$ cat src/rtl/regfile_param.sv
// Parametrised register file: one synchronous write port, NUM_RD combinational
// read ports, optional write-to-read bypass, optional hard-wired zero entry,
// and a clear sweep that zeroes the array one entry per clock.
//
// state | meaning
// IDLE  | normal operation, waiting for clr_req
// SWEEP | clearing entry ptr on every edge, ptr counts 0..DEPTH-1
module regfile_param #(
    parameter int DATA_W   = 16,
    parameter int DEPTH    = 16,
    parameter int ADDR_W   = $clog2(DEPTH),
    parameter int NUM_RD   = 2,
    parameter int BYPASS   = 1,
    parameter int ZERO_REG = 0
) (
    input  logic                       clk,
    input  logic                       rst_n,
    input  logic                       wr_en,
    input  logic [ADDR_W-1:0]          wr_addr,
    input  logic [DATA_W-1:0]          wr_data,
    input  logic [NUM_RD*ADDR_W-1:0]   rd_addr,
    output logic [NUM_RD*DATA_W-1:0]   rd_data,
    input  logic                       clr_req,
    output logic                       busy,
    output logic                       clr_done
);

    // One extra bit so DEPTH itself is representable when DEPTH is a power of two.
    localparam logic [ADDR_W:0]   DEPTH_EXT = (ADDR_W+1)'(DEPTH);
    localparam logic [ADDR_W-1:0] LAST      = ADDR_W'(DEPTH - 1);

    typedef enum logic {
        IDLE  = 1'b0,
        SWEEP = 1'b1
    } state_t;

    state_t             state;
    logic [ADDR_W-1:0]  ptr;
    logic [DATA_W-1:0]  mem [DEPTH];
    logic               wr_accept;

    function automatic logic in_range(input logic [ADDR_W-1:0] a);
        return ({1'b0, a} < DEPTH_EXT);
    endfunction

    function automatic logic is_zero_entry(input logic [ADDR_W-1:0] a);
        return (ZERO_REG != 0) && (a == '0);
    endfunction

    // The sweep owns entry ptr this cycle, so a write there loses to the clear.
    assign wr_accept = wr_en
                     && in_range(wr_addr)
                     && !is_zero_entry(wr_addr)
                     && !(busy && (wr_addr == ptr));

    // Clear-sweep sequencer; busy and clr_done are registered outputs.
    always_ff @(posedge clk or negedge rst_n) begin
        if (!rst_n) begin
            state    <= IDLE;
            ptr      <= '0;
            busy     <= 1'b0;
            clr_done <= 1'b0;
        end else begin
            case (state)
                IDLE: begin
                    clr_done <= 1'b0;
                    if (clr_req) begin
                        state <= SWEEP;
                        ptr   <= '0;
                        busy  <= 1'b1;
                    end
                end
                SWEEP: begin
                    if (ptr == LAST) begin
                        state    <= IDLE;
                        ptr      <= '0;
                        busy     <= 1'b0;
                        clr_done <= 1'b1;
                    end else begin
                        ptr <= ptr + 1'b1;
                    end
                end
                default: begin
                    state    <= IDLE;
                    ptr      <= '0;
                    busy     <= 1'b0;
                    clr_done <= 1'b0;
                end
            endcase
        end
    end

    // Storage: accepted writes land on the edge, the sweep clears entry ptr after them.
    always_ff @(posedge clk or negedge rst_n) begin
        if (!rst_n) begin
            for (int i = 0; i < DEPTH; i++) begin
                mem[i] <= '0;
            end
        end else begin
            if (wr_accept) begin
                mem[wr_addr] <= wr_data;
            end
            if (busy) begin
                mem[ptr] <= '0;
            end
        end
    end

    for (genvar p = 0; p < NUM_RD; p++) begin : g_rd
        logic [ADDR_W-1:0] ra;
        logic [DATA_W-1:0] rd_val;

        assign ra = rd_addr[p*ADDR_W +: ADDR_W];

        // Read mux: out-of-range and zero entry first, then bypass, then storage.
        always_comb begin
            if (!in_range(ra)) begin
                rd_val = '0;
            end else if (is_zero_entry(ra)) begin
                rd_val = '0;
            end else if ((BYPASS != 0) && wr_accept && (ra == wr_addr)) begin
                rd_val = wr_data;
            end else begin
                rd_val = mem[ra];
            end
        end

        assign rd_data[p*DATA_W +: DATA_W] = rd_val;
    end

endmodule
$ cat config.mk
export PLATFORM = sky130hd
export DESIGN_NAME = regfile_param
export DESIGN_NICKNAME = d
export VERILOG_FILES = /design/src/rtl/regfile_param.sv
export SDC_FILE = /design/constraint.sdc
export NUM_CORES = 1
export LEC_CHECK = 0
export ABC_AREA = 1
export CORE_UTILIZATION = 55
export DETAILED_ROUTE_END_ITERATION = 8
export PLACE_DENSITY = 0.75
export SLEW_MARGIN = 0
export SYNTH_ARGS = -nofsm -noshare
export SYNTH_HDL_FRONTEND = slang
export SYNTH_SLANG_ARGS = --single-unit
$ cat constraint.sdc
create_clock -name clk -period 2.56 [get_ports clk]
set_input_delay 0.512 -clock clk [delete_from_list [all_inputs] [get_ports clk]]
set_output_delay 0.512 -clock clk [all_outputs]
set_load 0.005 [all_outputs]
==> impl_metrics.json <==
{
  "status": "finished with violations",
  "violations": "setup timing",
  "ys_ff_latch": 263,
  "start_kind": "flop",
  "r2r_start": "ptr[0]",
  "track_usage": 0.394,
  "firstDrtPassIters": 7,
  "worst-path-buf-inv": 5,
  "clk_pin_slew_ns": 0.06,
  "critPathTopFamily": "buffers and inverters",
  "yosys-mux-area-fraction": 0,
  "area_delta_synth_final_pct": 20.9,
  "grt_max_degree": 67,
  "clock-root-buffer": "clkbuf_16",
  "port_buffers": 65,
  "grt_overflow": 0,
  "p_leak_nw": 12.5,
  "clock_path_buffers": 3,
  "top_layer_used": "met4",
  "synth.cell_area_sq_um": 17900,
  "setup_viol": 32,
  "place_inst": 3365,
  "final-hold-violation-count": 0,
  "dp_hpwl_microns": 41900,
  "wl_met3_microns": 7500,
  "power_density_nw_per_um2": 926,
  "fin_crit_sh": 1.08,
  "fin_ws_ns": -0.199,
  "timing.rr.end": "mem[157]",
  "vias_per_cell": 5.74,
  "synthSimpleGateAreaFrac": 0.476,
  "crit_slowest_cell": "dfrtp_1",
  "dr_total_vias": 19874,
  "n_fill_cell": 2753,
  "synth_top_cell_area_share": 0.367,
  "die_y_microns": 182,
  "nets": 3042,
  "ioPinCount": 66,
  "diodes": 0,
  "antenna_found_initial": 0,
  "min_period_ns": 2.76,
  "worst-path-max-fanout": 7,
  "slew_violations": 0,
  "cts_buffers": 30,
  "h-tree-depth": 1,
  "clock-sinks": 263,
  "end_kind": "output port",
  "routabilityCongestion": 1.02,
  "cts_tree": "done",
  "wl_met2_microns": 28500,
  "syn_area_per_cell_sq_um": 6.14,
  "syn_inst": 2919,
  "synth.largest_area_cell": "dfrtp_1",
  "r2r_slack_ns": 0.10,
  "start_util": 0.563,
  "slew_headroom": 0.380,
  "totalPowerFinal_mw": 20.1,
  "yosysUniqueCellTypes": 29,
  "synth.area.top_cells": "dfrtp_1, nand2_1, nand3_1",
  "max_freq_mhz": 362,
  "drt-wirelength-per-cell_microns": 18.7,
  "worstSkewPairLatency_ns": 0.57,
  "fin_util": 0.681,
  "reg2reg_depth": 14,
  "drc_errors": 0,
  "ant_nets": 0,
  "crit_required_ns": 2.05,
  "cp_cell_sequence": "xor2_1, nor2_2, a21boi_4, buf_6, buf_6, nand2_4, buf_12, buf_6, nand2_2, nand2_1, buf_2",
  "cp_common_cell": "buf_6",
  "synthAdderAreaFrac": 0.00279,
  "placementRows": 65,
  "skew_ns": 0.0149,
  "drive_gt1_frac": 0.126,
  "die_w_microns": 182,
  "irDropWorstVdd_uv": 642,
  "initialDrtViolationCount": 2527,
  "syn_nets": 2955,
  "met1_length_microns": 24600,
  "ys_seq_area_frac": 0.367,
  "yosys.area_share.xor_xnor": 0.00293,
  "tightest_slew_ns": 0.928,
  "worst_ep_arrival_time_ns": 2.25,
  "grt_setup_unrepaired": "true",
  "path_class": "reg2out",
  "ys_warn_count": 0,
  "maxCapViolCount": 0,
  "grt_pass1_wl_microns": 103000,
  "grt_pass1_vias": 18950,
  "slowest_delay_ns": 0.41,
  "drt_wl_total_microns": 64600,
  "die-area_sq_um": 33300,
  "hp-class": "in2async",
  "layout.cells.non_filler": 3463,
  "coreArea_sq_um": 31800,
  "synth_compound_area_frac": 0.0308,
  "synth_top_family_by_area": "simple AND/OR/NAND/NOR gates"
}
## area by class of cell
cell class	count	area, sq um	area share
clock buffers	49	933	0.0431
clock inverters	5	56.3	0.00260
inverters	279	1050	0.0486
multi-input cells	2165	9520	0.440
flip-flops and latches	263	6580	0.304
well taps	435	544	0.0251
repair buffers	267	2970	0.137
## state kept, by name, indices dropped and copies added (netlist names)
register  flops
mem         256
ptr           4
busy          1
clr_done      1
state         1
## cells in the final DEF (no fill, tap or decap), types with 3 or more instances in the layout
master,instances
nand2_1,1047
nor2_1,529
nand3_1,421
inv_1,269
dfrtp_1,261
buf_4,107
buf_12,66
o211ai_1,64
nand2_2,38
buf_2,33
clkbuf_16,31
buf_6,29
nand2_4,21
clkdlybuf4s50_1,21
nand3_4,10
clkbuf_8,9
clkbuf_1,9
inv_2,7
dlygate4sd2_1,6
xor2_1,5
nand3_2,4
nor2_4,4
clkinv_2,4
o21ai_0,3
ha_1,3
## synth_stat cells, drive strengths merged
| cell type | number |
|---|---|
| nand2 | 1107 |
| nor2 | 534 |
| nand3 | 435 |
| inv | 279 |
| dfrtp | 263 |
| buf | 116 |
| clkbuf | 97 |
| o211ai | 64 |
| xor2 | 6 |
| o21ai | 5 |
| ha | 4 |
| a21oi | 2 |
| nand4 | 2 |
| nor3 | 2 |
| a21boi | 1 |
| o21a | 1 |
| o22ai | 1 |
## cell families after synthesis
family,count (synthesis)
adders and majority gates,4
AOI/OAI and AO/OA,74
and+or+nand+nor,2080
xor gates and xnor gates,6
buffers and inverters,492
DFF,263
## worst max path at each step
| stage | from | end | slack (ns) | cells past startpoint |
|---|---|---|---|---|
| after detailed placement | rd_addr[6] | rd_data[28] | -0.52 | 8 |
| after global placement | rd_addr[6] | rd_data[29] | -0.49 | 8 |
| after CTS | ptr[0] | mem[221] | -0.25 | 16 |
| after floorplan | rd_addr[2] | rd_data[10] | 0.42 | 6 |
| after global routing | ptr[0] | rd_data[11] | -0.23 | 13 |
| final | ptr[2] | rd_data[11] | -0.20 | 11 |
## worst register-to-register path: stages, from the launching register on
cell	delay (ns)
dfrtp_2	0.41
inv_2	0.06
buf_4	0.13
buf_4	0.13
buf_4	0.12
buf_4	0.12
buf_4	0.13
buf_4	0.12
buf_4	0.14
ha_4	0.16
nand2_4	0.06
clkinvlp_4	0.17
nand2_2	0.42
nand2_1	0.12
nor2_1	0.13
## power breakdown
group          switching, mW  internal (mW)
clock network           1.79           2.56
logic                   5.67           3.13
registers              0.723           6.18
total                   8.19           11.9
## stage by stage
stage | area, sq um | hold WS (ns) | worst slack, ns | setup TNS, ns
after detailed placement | 20000 | 0.448 | -0.519 | -14.69
after CTS | 21500 | 0.456 | -0.254 | -13.52
after global routing | 21700 | 0.474 | -0.231 | -4.97
after global placement | 20000 | 0.449 | -0.495 | -13.71
final | 21700 | 0.438 | -0.199 | -3.74
after floorplan | 17900 | 0.216 | 0.420 | 0
## metal layers
metal | vias up | track usage
met3 | 321 | 0.0686
met5 | - | 0
met1 | 9078 | 0.519
li1 | 9085 | -
met4 | 0 | 0.226
met2 | 1390 | 0.612
## what timing repair did
item                                    in CTS  in global routing
resized for setup                          222                 51
pin swaps                                   29                 18
setup buffers                               36                  5
endpoints found under the setup margin      32                160
gates cloned                                 4                  1
endpoints found under the hold margin       42                  0
hold buffers                                 1                  0
(Power assumes the default switching activity.)
